**src/rtl/axi_lite2mem_pkg.sv**
```systemverilog
// Shared types and constants for the AXI-Lite to peripheral-bus bridge.
package axi_lite2mem_pkg;

  typedef enum logic [2:0] {
    IDLE,
    AW_ACK,
    W_WAIT,
    W_DEV,
    AR_ACK,
    R_DEV,
    R_RESP
  } state_e;

  localparam logic [31:0] ERR_DATA_DEF = 32'hDEAD_BEEF;
  localparam int unsigned WORD_BYTES   = 4;

  function automatic logic [31:0] word_align(input logic [31:0] a);
    return {a[31:2], 2'b00};
  endfunction

endpackage

```
**src/rtl/axi_lite_if.sv**
```systemverilog
// AXI-Lite subset used by the core-side bridge: AW, W (with wlast), AR, R (with rlast).
interface AXI_LITE;
  logic [31:0] awaddr;
  logic        awvalid;
  logic        awready;
  logic [31:0] wdata;
  logic        wvalid;
  logic        wready;
  logic        wlast;
  logic [31:0] araddr;
  logic        arvalid;
  logic        arready;
  logic [31:0] rdata;
  logic        rvalid;
  logic        rready;
  logic        rlast;

  modport slave (
    input  awaddr, awvalid, wdata, wvalid, wlast, araddr, arvalid, rready,
    output awready, wready, arready, rdata, rvalid, rlast
  );

  modport master (
    output awaddr, awvalid, wdata, wvalid, wlast, araddr, arvalid, rready,
    input  awready, wready, arready, rdata, rvalid, rlast
  );
endinterface

```
**src/rtl/axi_lite2mem_dev_timeout.sv**
```systemverilog
// Peripheral response watchdog: counts stalled request cycles and flags the last allowed one.
module dev_timeout #(
  parameter int unsigned TIMEOUT = 255
) (
  input  logic clk,
  input  logic resetn,
  input  logic start_i,
  input  logic busy_i,
  input  logic ready_i,
  output logic expired_o
);

  localparam logic [7:0] LAST_CNT = 8'(TIMEOUT - 1);

  logic [7:0] cnt_q;

  always_ff @(posedge clk) begin
    if (!resetn) begin
      cnt_q <= '0;
    end else if (start_i) begin
      cnt_q <= '0;
    end else if (busy_i && !ready_i) begin
      cnt_q <= cnt_q + 8'd1;
    end
  end

  // Fires in the TIMEOUT-th stalled cycle so the FSM can drop the request on that edge.
  assign expired_o = busy_i && !ready_i && (cnt_q == LAST_CNT);

endmodule

```
**src/rtl/axi_lite2mem.sv**
```systemverilog
// AXI-Lite responder driving a valid/ready peripheral bus; supports single reads and wlast-terminated write bursts.
module axi_lite2mem
  import axi_lite2mem_pkg::*;
#(
  parameter int unsigned TIMEOUT      = 255,
  parameter bit          LAST_IS_DATA = 1'b1,
  parameter logic [31:0] ERR_DATA     = ERR_DATA_DEF
) (
  input  logic          clk,
  input  logic          resetn,
  AXI_LITE.slave        axi_slave,
  output logic          dev_valid,
  input  logic          dev_ready,
  output logic [31:0]   dev_addr,
  output logic [31:0]   dev_wdata,
  output logic [3:0]    dev_wstrb,
  input  logic [31:0]   dev_rdata,
  output logic          timeout_o
);

  state_e      state_q;
  logic [31:0] addr_q;
  logic [31:0] rdata_q;
  logic [31:0] dev_addr_q;
  logic [31:0] dev_wdata_q;
  logic [3:0]  dev_wstrb_q;
  logic        awready_q, wready_q, arready_q;
  logic        rvalid_q, rlast_q;
  logic        dev_valid_q, timeout_q, wlast_q;

  logic w_hs, w_term, tmo_start, tmo_expired, dev_done;

  assign w_hs      = (state_q == W_WAIT) && axi_slave.wvalid && wready_q;
  assign w_term    = axi_slave.wlast && !LAST_IS_DATA;
  assign tmo_start = (w_hs && !w_term) || (state_q == AR_ACK);
  assign dev_done  = dev_ready || tmo_expired;

  dev_timeout #(
    .TIMEOUT (TIMEOUT)
  ) u_tmo (
    .clk       (clk),
    .resetn    (resetn),
    .start_i   (tmo_start),
    .busy_i    (dev_valid_q),
    .ready_i   (dev_ready),
    .expired_o (tmo_expired)
  );

  always_ff @(posedge clk) begin
    if (!resetn) begin
      state_q     <= IDLE;
      addr_q      <= '0;
      rdata_q     <= '0;
      dev_addr_q  <= '0;
      dev_wdata_q <= '0;
      dev_wstrb_q <= '0;
      awready_q   <= 1'b0;
      wready_q    <= 1'b0;
      arready_q   <= 1'b0;
      rvalid_q    <= 1'b0;
      rlast_q     <= 1'b0;
      dev_valid_q <= 1'b0;
      timeout_q   <= 1'b0;
      wlast_q     <= 1'b0;
    end else begin
      timeout_q <= 1'b0;
      case (state_q)
        IDLE: begin
          if (axi_slave.awvalid) begin
            addr_q    <= word_align(axi_slave.awaddr);
            awready_q <= 1'b1;
            state_q   <= AW_ACK;
          end else if (axi_slave.arvalid) begin
            addr_q    <= word_align(axi_slave.araddr);
            arready_q <= 1'b1;
            state_q   <= AR_ACK;
          end
        end
        AW_ACK: begin
          awready_q <= 1'b0;
          wready_q  <= 1'b1;
          state_q   <= W_WAIT;
        end
        W_WAIT: begin
          if (w_hs) begin
            wready_q <= 1'b0;
            wlast_q  <= axi_slave.wlast;
            if (w_term) begin
              state_q <= IDLE;
            end else begin
              dev_valid_q <= 1'b1;
              dev_addr_q  <= addr_q;
              dev_wdata_q <= axi_slave.wdata;
              dev_wstrb_q <= 4'hF;
              state_q     <= W_DEV;
            end
          end
        end
        W_DEV: begin
          // A timed-out write is simply dropped; the burst continues as if acknowledged.
          if (dev_done) begin
            dev_valid_q <= 1'b0;
            dev_wstrb_q <= 4'h0;
            timeout_q   <= tmo_expired;
            if (wlast_q) begin
              state_q <= IDLE;
            end else begin
              addr_q   <= addr_q + 32'(WORD_BYTES);
              wready_q <= 1'b1;
              state_q  <= W_WAIT;
            end
          end
        end
        AR_ACK: begin
          arready_q   <= 1'b0;
          dev_valid_q <= 1'b1;
          dev_addr_q  <= addr_q;
          dev_wstrb_q <= 4'h0;
          state_q     <= R_DEV;
        end
        R_DEV: begin
          if (dev_done) begin
            dev_valid_q <= 1'b0;
            rdata_q     <= dev_ready ? dev_rdata : ERR_DATA;
            timeout_q   <= tmo_expired;
            rvalid_q    <= 1'b1;
            rlast_q     <= 1'b1;
            state_q     <= R_RESP;
          end
        end
        R_RESP: begin
          if (axi_slave.rready) begin
            rvalid_q <= 1'b0;
            rlast_q  <= 1'b0;
            state_q  <= IDLE;
          end
        end
        default: state_q <= IDLE;
      endcase
    end
  end

  assign axi_slave.awready = awready_q;
  assign axi_slave.wready  = wready_q;
  assign axi_slave.arready = arready_q;
  assign axi_slave.rdata   = rdata_q;
  assign axi_slave.rvalid  = rvalid_q;
  assign axi_slave.rlast   = rlast_q;
  assign dev_valid         = dev_valid_q;
  assign dev_addr          = dev_addr_q;
  assign dev_wdata         = dev_wdata_q;
  assign dev_wstrb         = dev_wstrb_q;
  assign timeout_o         = timeout_q;

endmodule

```
**src/flat_wrapper.sv**
```systemverilog
// flat-port wrapper written by rule: the top's interface ports become plain ports
module axi_lite2mem_flat import axi_lite2mem_pkg::*;
#(
  parameter int unsigned TIMEOUT      = 255,
  parameter bit          LAST_IS_DATA = 1'b1,
  parameter logic [31:0] ERR_DATA     = ERR_DATA_DEF
)
  (clk, resetn, dev_valid, dev_ready, dev_addr, dev_wdata, dev_wstrb, dev_rdata, timeout_o, axi_slave_awaddr, axi_slave_awvalid, axi_slave_wdata, axi_slave_wvalid, axi_slave_wlast, axi_slave_araddr, axi_slave_arvalid, axi_slave_rready, axi_slave_awready, axi_slave_wready, axi_slave_arready, axi_slave_rdata, axi_slave_rvalid, axi_slave_rlast);
  AXI_LITE axi_slave_i ();
  input  logic clk;
  input  logic resetn;
  output logic dev_valid;
  input  logic dev_ready;
  output logic [31:0] dev_addr;
  output logic [31:0] dev_wdata;
  output logic [3:0] dev_wstrb;
  input  logic [31:0] dev_rdata;
  output logic timeout_o;
  input wire logic [$bits(axi_slave_i.awaddr)-1:0] axi_slave_awaddr;
  input wire logic [$bits(axi_slave_i.awvalid)-1:0] axi_slave_awvalid;
  input wire logic [$bits(axi_slave_i.wdata)-1:0] axi_slave_wdata;
  input wire logic [$bits(axi_slave_i.wvalid)-1:0] axi_slave_wvalid;
  input wire logic [$bits(axi_slave_i.wlast)-1:0] axi_slave_wlast;
  input wire logic [$bits(axi_slave_i.araddr)-1:0] axi_slave_araddr;
  input wire logic [$bits(axi_slave_i.arvalid)-1:0] axi_slave_arvalid;
  input wire logic [$bits(axi_slave_i.rready)-1:0] axi_slave_rready;
  output wire logic [$bits(axi_slave_i.awready)-1:0] axi_slave_awready;
  output wire logic [$bits(axi_slave_i.wready)-1:0] axi_slave_wready;
  output wire logic [$bits(axi_slave_i.arready)-1:0] axi_slave_arready;
  output wire logic [$bits(axi_slave_i.rdata)-1:0] axi_slave_rdata;
  output wire logic [$bits(axi_slave_i.rvalid)-1:0] axi_slave_rvalid;
  output wire logic [$bits(axi_slave_i.rlast)-1:0] axi_slave_rlast;
  assign axi_slave_i.awaddr = axi_slave_awaddr;
  assign axi_slave_i.awvalid = axi_slave_awvalid;
  assign axi_slave_i.wdata = axi_slave_wdata;
  assign axi_slave_i.wvalid = axi_slave_wvalid;
  assign axi_slave_i.wlast = axi_slave_wlast;
  assign axi_slave_i.araddr = axi_slave_araddr;
  assign axi_slave_i.arvalid = axi_slave_arvalid;
  assign axi_slave_i.rready = axi_slave_rready;
  assign axi_slave_awready = axi_slave_i.awready;
  assign axi_slave_wready = axi_slave_i.wready;
  assign axi_slave_arready = axi_slave_i.arready;
  assign axi_slave_rdata = axi_slave_i.rdata;
  assign axi_slave_rvalid = axi_slave_i.rvalid;
  assign axi_slave_rlast = axi_slave_i.rlast;
  axi_lite2mem #(.TIMEOUT(TIMEOUT), .LAST_IS_DATA(LAST_IS_DATA), .ERR_DATA(ERR_DATA)) u_core (.clk(clk), .resetn(resetn), .axi_slave(axi_slave_i), .dev_valid(dev_valid), .dev_ready(dev_ready), .dev_addr(dev_addr), .dev_wdata(dev_wdata), .dev_wstrb(dev_wstrb), .dev_rdata(dev_rdata), .timeout_o(timeout_o));
endmodule
```
**config.mk**
```make
export PLATFORM = sky130hd
export DESIGN_NAME = axi_lite2mem_flat
export DESIGN_NICKNAME = d
export VERILOG_FILES = /design/src/rtl/axi_lite2mem_pkg.sv /design/src/rtl/axi_lite_if.sv /design/src/rtl/axi_lite2mem_dev_timeout.sv /design/src/rtl/axi_lite2mem.sv /design/src/flat_wrapper.sv
export SDC_FILE = /design/constraint.sdc
export NUM_CORES = 1
export LEC_CHECK = 0
export ABC_AREA = 1
export BUFFER_PORTS_ARGS = -buffer_cell sky130_fd_sc_hd__buf_4
export CAP_MARGIN = 20
export CORE_UTILIZATION = 45
export CTS_CLUSTER_SIZE = 8
export DETAILED_ROUTE_END_ITERATION = 8
export PLACE_DENSITY = 0.79
export SETUP_SLACK_MARGIN = 0.4
export SLEW_MARGIN = 0
export SYNTH_ARGS = -nofsm -noshare
export SYNTH_HDL_FRONTEND = slang
export SYNTH_HIERARCHICAL = 1
export SYNTH_SLANG_ARGS = --single-unit
```
**constraint.sdc**
```tcl
create_clock -name clk -period 1.6 [get_ports clk]
set_input_delay 0.16 -clock clk [delete_from_list [all_inputs] [get_ports clk]]
set_output_delay 0.16 -clock clk [all_outputs]
set_load 0.05 [all_outputs]
```
==> results.md, run 1 <==
Floorplanning:
- The die span in x is 125 um.
- The effective utilization at floorplan is 0.464.
- 243 I/O pins were placed.
- The number of standard-cell rows in the floorplan is 44.
- From bottom edge to top edge, the die measures 125 um.

Logic synthesis:
- In this run, distinct cell masters in the synthesized netlist total 33.
- The synthesized design contains 0 enable-type register cells.
- Among all flip-flop cells after synthesis, the most frequent one is sky130_fd_sc_hd__dfxtp_1.
- The flip-flop and latch count after synthesis is 143.
- Counting every instance in the synthesized netlist gives 1025.
- Yosys printed 6 warnings.
- Ranked by total cell area, the synthesized netlist is headed by sky130_fd_sc_hd__dfxtp_1 42%, sky130_fd_sc_hd__nand2_1 14%, sky130_fd_sc_hd__nor2_1 10%.
- The top cell type's share of synthesized area is 0.423.
- The proportion of synthesized chip area in sequential cells is 0.423.
- The commonest cells after synthesis are 258 x sky130_fd_sc_hd__nand2_1, 189 x sky130_fd_sc_hd__nor2_1, 143 x sky130_fd_sc_hd__dfxtp_1, 111 x sky130_fd_sc_hd__o21ai_0, 86 x sky130_fd_sc_hd__a21oi_1.
- The most common cell in the synthesized netlist is sky130_fd_sc_hd__nand2_1.
- The synthesized area divided by synthesized cell count is 6.60 um^2.
- For this run, asynchronously set or reset flops after synthesis account for 0.
- The cell area that synthesis handed to floorplanning was 0.00677 mm^2.
- The largest total area in the synthesized netlist belongs to sky130_fd_sc_hd__dfxtp_1.

Placed design:
- After detailed placement, the total cell area comes to 0.00898 mm^2.
- The detailed placement HPWL is 14.3 mm.
- The weighted congestion reported at the end of routability-driven placement is 0.868.
- The count of buffers from port buffering is 236.

CTS:
- The TritonCTS sink count is 143.
- The root buffer cell chosen for the clock tree is sky130_fd_sc_hd__clkbuf_16.
- The number of clock buffers added by TritonCTS is 17.
- The deepest clock path buffer count is 2.
- The maximum level of the CTS H-tree is 4.

Global routing:
- The initial antenna violation count is 7.
- Entering global routing, the biggest net connects 50 pins.
- Summed over all layers, the global routing overflow is 31.
- In the global route stage, overall resource usage came out at 0.709.

STA:
- After the last repair the worst path ends at a register input.
- The worst endpoint after global-route timing repair is u_core/addr_q[4]$_SDFFE_PN0P_/D.

Run status:
- The first error in the log reads "[ERROR GRT-0232] Routing congestion too high. Check the congestion heatmap in the GUI".
- The flow did not finish.
- The stage at which the run stopped is global routing (5_1_grt).
metrics by stage:
| stage | TNS [ns] | worst slack, ns | utilization | std cells | hold slack, ns |
|---|---|---|---|---|---|
| after CTS | -1.23 | -0.0807 | 0.797 | 1573 | 0.0250 |
| after detailed placement | -2.96 | -0.132 | 0.616 | 1433 | 0.387 |
| after global placement | -1.46 | -0.0916 | 0.616 | 1433 | 0.374 |
| after floorplan | -0.944 | -0.0465 | - | 1026 | 0.285 |
kinds of logic after synthesis:
family / after synthesis / synth area share
and+or+nand+nor: 536 / 0.324
buffers and inverters: 128 / 0.0808
DFF: 143 / 0.423
xor gates and xnor gates: 8 / 0.0104
other: 1 / 0.000554
AOI/OAI and AO/OA: 206 / 0.155
adders and majority gates: 3 / 0.00555
metal layers:
metal | track usage | GRT overflow
met5 | 0.124 | 0
met4 | 0.725 | 20
met3 | 0.585 | 0
met2 | 0.879 | 8
met1 | 0.687 | 3
timing repair:
item	CTS
gates cloned	19
hold buffers	65
gates resized for setup	192
pin swaps	48
hold endpoints to repair	65
setup endpoints to repair	146
buffers inserted	24
==> inputs of run 2 (changes only) <==
- CORE_UTILIZATION: 45 -> 40
- CTS_CLUSTER_SIZE: 8 -> unset
- PLACE_DENSITY: 0.79 -> unset
- PLACE_DENSITY_LB_ADDON: unset -> 0.15
- SETUP_SLACK_MARGIN: 0.4 -> unset
- clock period: 1.6 -> 2.08 ns (I/O delays scaled with it)
==> results.md, run 2 <==
Run status:
- The flow ran to the end, and the final reports show no timing, DRC or antenna violations.

Logic synthesis:
- The most instantiated library cell after synthesis is sky130_fd_sc_hd__nand2_1.
- The flip-flop and latch count after synthesis is 143.
- The synthesized design contains 0 enable-type register cells.
- Among all flip-flop cells after synthesis, the most frequent one is sky130_fd_sc_hd__dfxtp_1.
- The number of warning messages in the yosys log is 6.
- By count the netlist is led by 258 x sky130_fd_sc_hd__nand2_1, 189 x sky130_fd_sc_hd__nor2_1, 143 x sky130_fd_sc_hd__dfxtp_1, 111 x sky130_fd_sc_hd__o21ai_0, 86 x sky130_fd_sc_hd__a21oi_1.
- sky130_fd_sc_hd__dfxtp_1 takes more of the synthesized area than any other cell.
- Ranked by total cell area, the synthesized netlist is headed by sky130_fd_sc_hd__dfxtp_1 42%, sky130_fd_sc_hd__nand2_1 14%, sky130_fd_sc_hd__nor2_1 10%.
- The share of synthesized area in the top cell type comes to 0.423.
- The cell count after synthesis is 1025.
- The proportion of synthesized chip area in sequential cells is 0.423.
- The cell area after technology mapping is 0.00677 mm^2.
- A synthesized cell averages 6.60 um^2.
- The async set-or-reset flop fraction in the synthesized netlist is 0.
- The synthesized netlist contains 33 unique library cells.

Placed design:
- The count of buffers from port buffering is 236.
- Once placement completed, the tool counted placed cells totaling 1446.
- The detailed placement HPWL is 14.2 mm.
- The congestion estimate from routability-driven global placement came to 0.906.
- The post-placement cell area is 0.00873 mm^2.

Route:
- Summing over every cut layer, the via total after detailed routing is 7182.
- The average wire per cell in the routed design is 13.6 um.
- The final wirelength is 20.1 mm.
- The pre-antenna-repair detailed-routing pass consisted of 5 iterations.
- After detailed routing, the number of vias per cell comes to 4.84.
- For this run, design rule violations remaining after detail routing come to 0.
- The remaining antenna violation count is 0.
- The detailed router finished its first iteration with 393 violations.

Global routing:
- The initial antenna violation count is 0.
- The via count of the first global-routing pass is 6744.
- The global-route congestion overflow total is 0.
- Entering global routing, the biggest net connects 45 pins.
- For this run, the total global-route usage over all layers was measured as 0.229.
- The first global-routing pass estimated 32.3 mm of wire.

CTS:
- TritonCTS built the clock tree.
- The tree built by TritonCTS fans out to 143 sinks.
- The clock network latency to the later pin of the worst-skew pair is 0.42 ns.
- The total CTS buffers is 17.
- The clock slew seen by the registers of the worst setup and hold paths is 0.06 ns.
- The longest clock path from root to sink contains 2 buffers.
- CTS placed an instance of sky130_fd_sc_hd__clkbuf_16 at the clock tree root.
- The maximum level of the CTS H-tree is 4.

STA:
- The count of endpoints failing hold in the final timing report is 0.
- The largest clock skew in the final design is 0.0110 ns.
- In the finished design, the share of the clock period the worst path needs comes to 0.898.
- The worst-case headroom to the max-slew limit is 0.606.
- The number of endpoints failing setup at the final stage is 0.
- The top achievable clock speed is 535 MHz.
- The number of slew-limit violations in the final report is 0.
- Setup repair after global routing left no endpoint under its margin.
- Summed over all failing endpoints, the final setup total negative slack is 0 ns.
- The post-layout minimum cycle time is 1.87 ns.
- The transition at the pin with the smallest max-transition slack is 0.588 ns.

Worst setup path:
- By startpoint and endpoint, the worst setup path is classified as reg2reg.
- The signal on the critical path passes through ha_1 > nand3_1 > nor2_2 > nor2_1 > inv_1 > nor2_1 > a21oi_2 > nand2_4 > buf_12 > nor2_1 > a21oi_1.
- Data on the critical path arrives at its endpoint at 2.18 ns.
- The maximum single-stage delay on the critical path is 0.40 ns.
- The maximum fanout count along the critical path is 43.
- Among the stages of the critical path, the cell type that occurs most often is sky130_fd_sc_hd__nor2_1.
- The cell type of the slowest stage on the worst timing path is sky130_fd_sc_hd__dfxtp_1.
- The critical path capture point type is a flip-flop.
- STA classifies the critical path startpoint as a flip-flop.
- The required time reported for the critical path endpoint is 2.39 ns.

Floorplanning:
- Measured along the y axis, the die boundary spans 132 um.
- After floorplanning, the core was divided into 47 placement rows.
- Measured along the x axis, the die boundary spans 132 um.
- The initial utilization of the core area, before any placement, comes to 0.409.
- The overall die area is 0.0174 mm^2.
- The number of ports placed on the die boundary is 243.
- The total area inside the core boundary comes to 0.0165 mm^2.

Layout:
- Relative to the synthesized area, the layout overhead comes to 38.6%.
- 0 antenna diodes ended up in the layout.
- The area of all placed cells without fillers is 0.00938 mm^2.
- The final net count is 1391.
- The library cells used most frequently in the layout, excluding fill and tap cells, are 258 x sky130_fd_sc_hd__nand2_1, 254 x sky130_fd_sc_hd__buf_4, 187 x sky130_fd_sc_hd__nor2_1, 140 x sky130_fd_sc_hd__dfxtp_1, 111 x sky130_fd_sc_hd__o21ai_0.
- Leaving out fill and tap cells, the most frequent cell in the layout is sky130_fd_sc_hd__nand2_1.
- After filler insertion, the fill cell instance count of the layout stands at 1611.
- The fraction of final layout cells with drive strength greater than 1 is 0.252.
- For this run, the number of standard cells in the final layout without fillers is 1483.

Power and ir drop:
- Total power for the finished layout comes to 0.0114 W.
- In this run the power density over the cells is 1220 mW/mm^2.
- For this design the static power due to leakage is 4.50 nW.
- The maximum VDD drop is 647 uV.

Job:
- The tool flagged a number of max-cap violations equal to 0.

Worst hold path:
- The tightest min-delay check is of the in2reg type.
[run 2: cell counts after synthesis]
Identical to the previous run, type by type.
[run 2: area by class of cell]
class                      count  area, um^2  area share
sequential                   143        2870       0.306
inverter                      72         270      0.0288
clock inverter                10         115      0.0123
timing repair buffer         263        2030       0.216
tap                          220         275      0.0294
clock buffer                  20         457      0.0487
multi-input combinational    755        3370       0.359
[run 2: report_power, final]
group          leakage [nW]  total [W]  switching [W]  internal, W
sequential             1.17    0.00393       0.000528      0.00340
clock                 0.274    0.00297        0.00116      0.00181
combinational          3.06    0.00451        0.00308      0.00143
total                  4.50     0.0114        0.00477      0.00665
[run 2: per-layer routing]
| layer | GRT usage | up-vias | wire [um] |
|---|---|---|---|
| met1 | 0.272 | 3226 | 8490 |
| met5 | 0 | - | 0 |
| met3 | 0.0634 | 25 | 1430 |
| met4 | 0.0814 | 0 | 428 |
| li1 | - | 3719 | - |
| met2 | 0.396 | 212 | 9750 |
[run 2: final timing paths]
kind | start | endpoint | slack, ns | cells past startpoint
setup / recovery | u_core/u_tmo/cnt_q[1]$_SDFFE_PP0P_ | u_core/addr_q[14]$_SDFFE_PN0P_ | 0.21 | 11
hold reg to reg | u_core/axi_slave.wready$_SDFFE_PN0P_ | u_core/axi_slave.wready$_SDFFE_PN0P_ | 0.46 | 2
hold / removal | axi_slave_wdata[11] | u_core/dev_wdata[11]$_SDFFE_PN0P_ | 0.01 | 3
setup reg to reg | u_core/u_tmo/cnt_q[1]$_SDFFE_PP0P_ | u_core/addr_q[14]$_SDFFE_PN0P_ | 0.21 | 11
[run 2: what timing repair did]
item	4_1_cts	5_1_grt
endpoints found under the setup margin	0	25
hold endpoints to repair	6	0
gates resized for setup	0	5
buffers inserted	0	1
hold buffers	6	0
[run 2: cell families after synthesis]
| kind of cell | count (synthesis) | share of synthesized area |
|---|---|---|
| AND/OR/NAND/NOR | 536 | 0.324 |
| AO/OA/AOI/OAI | 206 | 0.155 |
| flip-flops | 143 | 0.423 |
| buffers and inverters | 128 | 0.0808 |
| XOR/XNOR | 8 | 0.0104 |
| adder cells (fa/ha/maj) | 3 | 0.00555 |
| other | 1 | 0.000554 |
[run 2: metrics by stage]
stage | setup WS (ns) | hold slack, ns | util
5_1_grt | 0.0112 | 0.00263 | 0.567
3_3_place_gp | 0.184 | 0.429 | 0.528
4_1_cts | 0.113 | 0.000376 | 0.566
3_5_place_dp | 0.132 | 0.435 | 0.528
6_report | 0.212 | 0.0127 | 0.567
2_1_floorplan | 0.0572 | 0.343 | -
[run 2: critical path, delay by kind of cell (launching register included)]
family                   cells  cell delay, ns
flip-flops                   1            0.40
AND/OR/NAND/NOR              6            0.61
adder cells (fa/ha/maj)      1            0.20
buffers and inverters        2            0.28
AO/OA/AOI/OAI                2            0.27
Power figures use the tool's default switching activity.
==> inputs of run 3 (changes only) <==
- BUFFER_PORTS_ARGS: -buffer_cell sky130_fd_sc_hd__buf_4 -> unset
- DONT_BUFFER_PORTS: unset -> 1
- SLEW_MARGIN: 0 -> 20
==> results.md, run 3 (synthesized netlist as in run 2, its figures left out) <==
Route:
- The via-per-instance ratio is 4.99.
- The remaining antenna violation count is 0.
- The detailed router finished its first iteration with 411 violations.
- The met2 wire length is 9.76 mm.
- The total via count in the routed design is 6578.
- The average wire per cell in the routed design is 15.0 um.
- The remaining design rule violation count is 0.
- The highest metal layer carrying signal wires in the routed design is met4.
- The amount of wire on met3 after detailed routing is 1.30 mm.
- The final wirelength is 19.8 mm.
- The routed length on met1 is 8.49 mm.
- The pre-antenna-repair detailed-routing pass consisted of 5 iterations.

CTS:
- Clock-pin slew was measured on the worst setup and hold paths at 0.06 ns.
- The maximum level of the CTS H-tree is 4.
- The deepest clock path buffer count is 2.
- The TritonCTS sink count is 143.
- In this run, CTS created clock tree buffers numbering 17.
- The master cell of the clock root buffer is sky130_fd_sc_hd__clkbuf_16.
- The CTS tree is done.
- The clock network latency to the later pin of the worst-skew pair is 0.41 ns.

Layout:
- The number of standard cells in the final layout excluding fillers is 1319.
- The area of all placed cells without fillers is 0.00830 mm^2.
- In the final design database the tool counted 1225 nets.
- 0 antenna diodes ended up in the layout.
- The fraction of final layout cells with drive strength greater than 1 is 0.0846.
- The library cells used most frequently in the layout, excluding fill and tap cells, are 258 x sky130_fd_sc_hd__nand2_1, 187 x sky130_fd_sc_hd__nor2_1, 139 x sky130_fd_sc_hd__dfxtp_1, 111 x sky130_fd_sc_hd__o21ai_0, 86 x sky130_fd_sc_hd__a21oi_1.
- Relative to the synthesized area, the layout overhead comes to 22.6%.
- The most common library cell in the layout ignoring fill and taps is sky130_fd_sc_hd__nand2_1.

Worst setup path:
- Data on the critical path is required at its endpoint by 2.41 ns.
- The signal on the critical path passes through ha_1 > nand3_1 > nor2_2 > nor2_1 > inv_1 > nor2_2 > a21oi_2 > nand2_4 > buf_12 > nand2_1 > nand2_1 > a21oi_1.
- The endpoint identified for the worst register-to-register timing path is u_core/addr_q[25]$_SDFFE_PN0P_.
- The critical path buffer and inverter count is 2.
- Data on the critical path arrives at its endpoint at 2.20 ns.
- The slack of the worst reg-to-reg path is 0.21 ns.
- The critical path capture point type is a flip-flop.
- The critical path in this run is classified as reg2reg.
- The slowest stage of the critical path belongs to the cell sky130_fd_sc_hd__dfxtp_1.
- The number of cells on the worst reg-to-reg path is 12.
- The startpoint of the most critical register-to-register path is u_core/u_tmo/cnt_q[1]$_SDFFE_PP0P_.
- The cell family contributing the most delay on the critical path is simple AND/OR/NAND/NOR gates.
- Of all nets on the critical path, the largest fanout is 45.
- The startpoint class of the critical path is a flip-flop.
- In this design, the stage delay of the slowest critical-path cell is 0.38 ns.

Floorplanning:
- For this configuration, the core starts out at a cell density of 0.409.
- The overall die area is 0.0174 mm^2.
- The number of standard-cell rows in the floorplan is 47.
- The die span in x is 132 um.
- For this design the top-level I/O count stands at 243.
- The placeable core area is 0.0165 mm^2.
- The die span in y is 132 um.

STA:
- The number of slew-limit violations in the final report came to 0.
- Setup violations remaining at the end of the flow were counted as 0.
- The setup slack after layout is 0.210 ns.
- For the finished layout, the period the worst path requires is 1.87 ns.
- The worst-case headroom to the max-slew limit is 0.591.
- The final hold slack is 0.0659 ns.
- The top achievable clock speed is 535 MHz.
- Of the available clock period, the critical path in the final layout requires 0.899.
- The largest clock skew in the final design is 0.0117 ns.
- The count of endpoints failing hold in the final timing report came to 0.
- At the pin with the least slew margin, the transition time is 0.613 ns.

Global routing:
- The initial antenna violation count is 0.
- The total overflow left after global routing is 0.
- The first-pass GRT wire length is 31.4 mm.
- The global router's overall resource usage is 0.227.
- The via count of the first global-routing pass is 6253.
- Entering global routing, the biggest net connects 123 pins.

Power and ir drop:
- In this run the static leakage power is 3.61 nW.
- For this design the ratio of total power to cell area is 1310 mW/mm^2.
- The worst-case IR drop observed on VDD is 553 uV.

Placed design:
- The post-place setup slack is 0.136 ns.
- The placed cell count is 1218.
- The weighted congestion reported at the end of routability-driven placement is 0.831.
- The detailed placement HPWL is 12.9 mm.
- The count of buffers from port buffering is 0.
- After detailed placement, the total cell area comes to 0.00702 mm^2.

Worst hold path:
- The terminating pin of the worst hold path is u_core/u_tmo/cnt_q[3]$_SDFFE_PP0P_.
- The tightest min-delay check is of the in2reg type.
- The startpoint of the lowest-slack hold path is resetn.
- The worst hold path stage count is 4.

Run status:
- The run finished with clean final reports.

Job:
- Across the run, the number of max-cap violations was 0.
## run 3: final cells by class
cell class                      instances  area [um^2]
Timing Repair Buffer                   97          953
Clock buffer                           19          433
Multi-Input combinational cell        755         3370
Sequential cell                       143         2870
Clock inverter                         13          133
Inverter                               72          270
Fill cell                            1662         8230
Tap cell                              220          275
## run 3: layer usage
metal / global-route usage / up-vias
met5: 0 / -
li1: - / 3403
met1: 0.266 / 2955
met4: 0.0614 / 0
met3: 0.0650 / 17
met2: 0.403 / 203
## run 3: worst max path at each step
| stage | startpoint | end | slack, ns | cells past startpoint |
|---|---|---|---|---|
| floorplan | u_core/dev_valid$_SDFFE_PN0P_ | u_core/addr_q[6]$_SDFFE_PN0P_ | 0.06 | 12 |
| global placement | u_core/u_tmo/cnt_q[3]$_SDFFE_PP0P_ | u_core/addr_q[22]$_SDFFE_PN0P_ | 0.16 | 13 |
| global route | u_core/u_tmo/cnt_q[1]$_SDFFE_PP0P_ | u_core/addr_q[26]$_SDFFE_PN0P_ | -0.01 | 12 |
| detailed placement | u_core/u_tmo/cnt_q[3]$_SDFFE_PP0P_ | u_core/addr_q[14]$_SDFFE_PN0P_ | 0.14 | 12 |
| CTS | u_core/u_tmo/cnt_q[3]$_SDFFE_PP0P_ | u_core/addr_q[22]$_SDFFE_PN0P_ | 0.13 | 13 |
| finish | u_core/u_tmo/cnt_q[1]$_SDFFE_PP0P_ | u_core/addr_q[25]$_SDFFE_PN0P_ | 0.21 | 12 |
## run 3: power breakdown
group | switching, W | total [W] | leakage [nW] | internal [W]
Combinational | 0.00210 | 0.00315 | 2.17 | 0.00105
Clock | 0.00125 | 0.00292 | 0.268 | 0.00167
Sequential | 0.00143 | 0.00483 | 1.17 | 0.00340
## run 3: repair_timing
item,CTS,global route
buffers inserted,0,1
hold buffers,68,0
hold endpoints to repair,132,0
setup endpoints to repair,0,25
resized for setup,0,5
## run 3: worst reg2reg max path: stages (launching register included)
cell,delay (ns)
sky130_fd_sc_hd__dfxtp_1,0.38
sky130_fd_sc_hd__ha_1,0.18
sky130_fd_sc_hd__nand3_1,0.09
sky130_fd_sc_hd__nor2_2,0.11
sky130_fd_sc_hd__nor2_1,0.06
sky130_fd_sc_hd__inv_1,0.11
sky130_fd_sc_hd__nor2_2,0.07
sky130_fd_sc_hd__a21oi_2,0.20
sky130_fd_sc_hd__nand2_4,0.12
sky130_fd_sc_hd__buf_12,0.19
sky130_fd_sc_hd__nand2_1,0.11
sky130_fd_sc_hd__nand2_1,0.04
sky130_fd_sc_hd__a21oi_1,0.13
## run 3: through the flow
stage	power [W]	setup TNS (ns)	utilization
floorplan	0.00719	0	-
global placement	0.00785	0	0.425
detailed placement	0.00788	0	0.425
CTS	0.0110	0	0.501
global route	0.0116	-0.0268	0.502
finish	0.0109	0	0.502
==> inputs of run 4 (changes only) <==
- SYNTH_HIERARCHICAL: 1 -> unset
==> results.md, run 4 <==
Run status:
- The run finished with clean final reports.

Floorplanning:
- The effective utilization at floorplan is 0.415.
- The die span in x is 131 um.
- The floorplan step defined a die boundary enclosing 0.0172 mm^2.
- Measured along the y axis, the die boundary spans 131 um.
- The number of ports placed on the die boundary is 243.
- The floorplan has 46 rows.
- The region available for standard cell placement spans 0.0161 mm^2.

Global routing:
- For this run, the total global-route usage over all layers was measured as 0.240.
- The maximum number of pins on one net before global-route repair is 115.
- Summed over all layers, the global routing overflow is 0.
- The initial antenna violation count came to 0.
- The via count of the first global-routing pass is 6137.
- The first-pass GRT wire length is 31.0 mm.

Layout:
- The final layout contains 1198 nets.
- The antenna diode count is 0.
- In the layout the commonest cells are 225 x sky130_fd_sc_hd__nor2_1, 224 x sky130_fd_sc_hd__nand2_1, 142 x sky130_fd_sc_hd__dfxtp_1, 107 x sky130_fd_sc_hd__o21ai_0, 84 x sky130_fd_sc_hd__a21oi_1.
- For this run, the number of standard cells in the final layout without fillers is 1288.
- At the end of the flow the core is filled with cells to 0.511.
- The fraction of final layout cells with drive strength greater than 1 is 0.0728.
- The most common library cell in the layout ignoring fill and taps is sky130_fd_sc_hd__nor2_1.
- Fill cells in the final layout number 1568.
- From synthesis to final layout, the design area changed by 23.2%.

CTS:
- In this run the deepest clock path goes through 2 buffers.
- In this run, CTS created clock tree buffers numbering 17.
- Clock tree synthesis found a total of 143 sinks.
- The clock network latency to the later pin of the worst-skew pair is 0.42 ns.
- The number of buffers inserted by post-CTS setup repair is 0.
- TritonCTS built the clock tree.
- After clock tree synthesis, the clock-pin slew on the worst setup and hold paths is 0.07 ns.
- In this run the number of H-tree levels came out at 4.
- The master cell of the clock root buffer is sky130_fd_sc_hd__clkbuf_16.

Logic synthesis:
- The proportion of synthesized chip area in sequential cells is 0.430.
- The number of warning messages in the yosys log is 0.
- Counting instances in the post-synthesis netlist gives the leading cell types as 226 x sky130_fd_sc_hd__nor2_1, 224 x sky130_fd_sc_hd__nand2_1, 143 x sky130_fd_sc_hd__dfxtp_1, 107 x sky130_fd_sc_hd__o21ai_0, 84 x sky130_fd_sc_hd__a21oi_1.
- The prevailing post-synth register cell is sky130_fd_sc_hd__dfxtp_1.
- The cell area after technology mapping is 0.00666 mm^2.
- sky130_fd_sc_hd__dfxtp_1 takes more of the synthesized area than any other cell.
- Yosys mapped the design onto 35 distinct sky130hd cell types.
- Dividing the synthesized area by the synthesized cell count gives 6.66 um^2.
- Ranked by total cell area, the synthesized netlist is headed by sky130_fd_sc_hd__dfxtp_1 43%, sky130_fd_sc_hd__nor2_1 13%, sky130_fd_sc_hd__nand2_1 13%.
- The cell count after synthesis is 1000.
- sky130_fd_sc_hd__nor2_1 is the most common cell in the netlist.
- Counting flops with an async set or reset pin after synthesis yields a share of 0.
- Yosys mapped a number of flops with a built-in enable equal to 0.
- The top cell type's share of synthesized area is 0.430.
- The flip-flop and latch count after synthesis is 143.

Power and ir drop:
- The power per cell area is 1400 mW/mm^2.
- The worst-case IR drop observed on VDD is 634 uV.
- The leakage component of the power is 3.41 nW.

Job:
- The tool flagged a number of max-cap violations equal to 0.

Worst setup path:
- The critical path capture point type is a flip-flop.
- For the worst setup path, the data arrival time is 2.28 ns.
- The maximum fanout count along the critical path is 35.
- The required time reported for the critical path endpoint is 2.39 ns.
- By startpoint and endpoint, the worst setup path is classified as reg2reg.
- STA classifies the critical path startpoint as a flip-flop.

Route:
- In the routed design, unresolved DRC markers number 0.
- Once detail routing completed, the nets flagged for antenna violations numbered 0.
- The first detailed-routing pass ran for 5 iterations.
- The final wirelength is 20.5 mm.
- The initial DRC count is 423.
- In the final routed layout, each cell accounts on average for 15.9 um.
- The via-per-instance ratio is 5.06.
- The total via count in the routed design is 6514.

STA:
- The post-layout minimum cycle time is 1.97 ns.
- The largest clock skew in the final design is 0.00899 ns.
- The top achievable clock speed is 508 MHz.
- Setup repair after global routing could not meet its margin everywhere.
- The count of endpoints failing hold in the final timing report is 0.
- The transition at the pin with the smallest max-transition slack is 0.576 ns.
- The number of slew-limit violations in the final report is 0.
- In the finished design, the share of the clock period the worst path needs comes to 0.946.
- For the final routed database, the setup TNS stands at 0 ns.
- The worst-case headroom to the max-slew limit is 0.616.
- Setup violations remaining at the end of the flow were counted as 0.

Placed design:
- Routability-driven placement finished with a final weighted congestion of 0.849.
- The detailed placement HPWL is 13.6 mm.
- After detailed placement, the design holds a cell count of 1186.
- Input and output buffers added on the ports amount to 0.

Worst hold path:
- The path class of the tightest hold or removal check is in2reg.
## run 4: cell types whose count changed in the layout (fill, tap and decap cells not counted), sizes merged, moves of 4 or more
cell,delta
or2,+5
inv,-10
nand3,+4
o211ai,+4
a21oi,-4
nand2,-38
nor3,-21
buf,-6
nor2,+33
## run 4: final timing paths
check | from | end | slack [ns] | cells after the start
max | u_core.state_q[1]$_SDFFE_PN0P_ | u_core.dev_wdata[15]$_SDFFE_PN0P_ | 0.11 | 8
min | resetn | u_core.addr_q[3]$_SDFFE_PN0P_ | 0.03 | 2
max reg2reg | u_core.state_q[1]$_SDFFE_PN0P_ | u_core.dev_wdata[15]$_SDFFE_PN0P_ | 0.11 | 8
min reg2reg | u_core.dev_valid$_SDFFE_PN0P_ | u_core.dev_valid$_SDFFE_PN0P_ | 0.48 | 2
## run 4: per-stage QoR
step / power (W) / setup slack [ns] / hold slack [ns] / instance area (um^2)
finish: 0.0115 / 0.113 / 0.0269 / 8210
global route: 0.0122 / -0.0349 / 0.0369 / 8210
CTS: 0.0115 / 0.0182 / 0.00564 / 8190
detailed placement: 0.00806 / 0.250 / 0.352 / 6840
global placement: 0.00804 / 0.284 / 0.344 / 6840
floorplan: 0.00737 / 0.293 / 0.343 / 6670
## run 4: power breakdown
group,leakage [nW],total [W],switching (W),internal (W)
combinational,1.94,0.00315,0.00209,0.00106
sequential,1.17,0.00504,0.00164,0.00340
clock,0.306,0.00328,0.00125,0.00203
total,3.41,0.0115,0.00498,0.00649
## run 4: final cells by class
cell class	count	area, um^2	area share
multi-input combinational	741	3290	0.401
sequential	143	2860	0.349
timing repair buffer	93	907	0.111
clock buffer	17	425	0.0518
tap	216	270	0.0329
inverter	63	240	0.0293
clock inverter	15	209	0.0255
## run 4: timing repair
action	in CTS	in global routing
gates resized for setup	0	6
setup endpoints to repair	0	4
hold buffers	70	0
hold endpoints to repair	126	0
## run 4: critical path: stages, from the launching register on
cell and delay (ns):
sky130_fd_sc_hd__dfxtp_1 0.41, sky130_fd_sc_hd__inv_1 0.12, sky130_fd_sc_hd__nor3_4 0.17, sky130_fd_sc_hd__inv_2 0.08, sky130_fd_sc_hd__nor2_4 0.16, sky130_fd_sc_hd__inv_4 0.17, sky130_fd_sc_hd__nor2_1 0.14, sky130_fd_sc_hd__nor2_1 0.06
sky130_fd_sc_hd__dlygate4sd3_1 0.55
## run 4: cell families (layout without fill, tap and decap cells)
kind of cell,Yosys count,in the layout,share of synthesized area
simple gates,524,524,0.316
compound gates,202,202,0.155
flops,143,143,0.430
buf+inv,117,188,0.0794
xor+xnor,7,7,0.00920
fa+ha+maj,3,3,0.00563
mux,3,3,0.00451
other cells,1,2,0.000563
## run 4: per-layer routing
layer,vias up,wire [um],part of all wire,global-route usage
li1,3320,-,-,-
met1,2915,9300,0.45,0.296
met2,253,9170,0.45,0.387
met3,26,1540,0.075,0.0747
met4,0,475,0.023,0.0974
met5,-,0,0,0
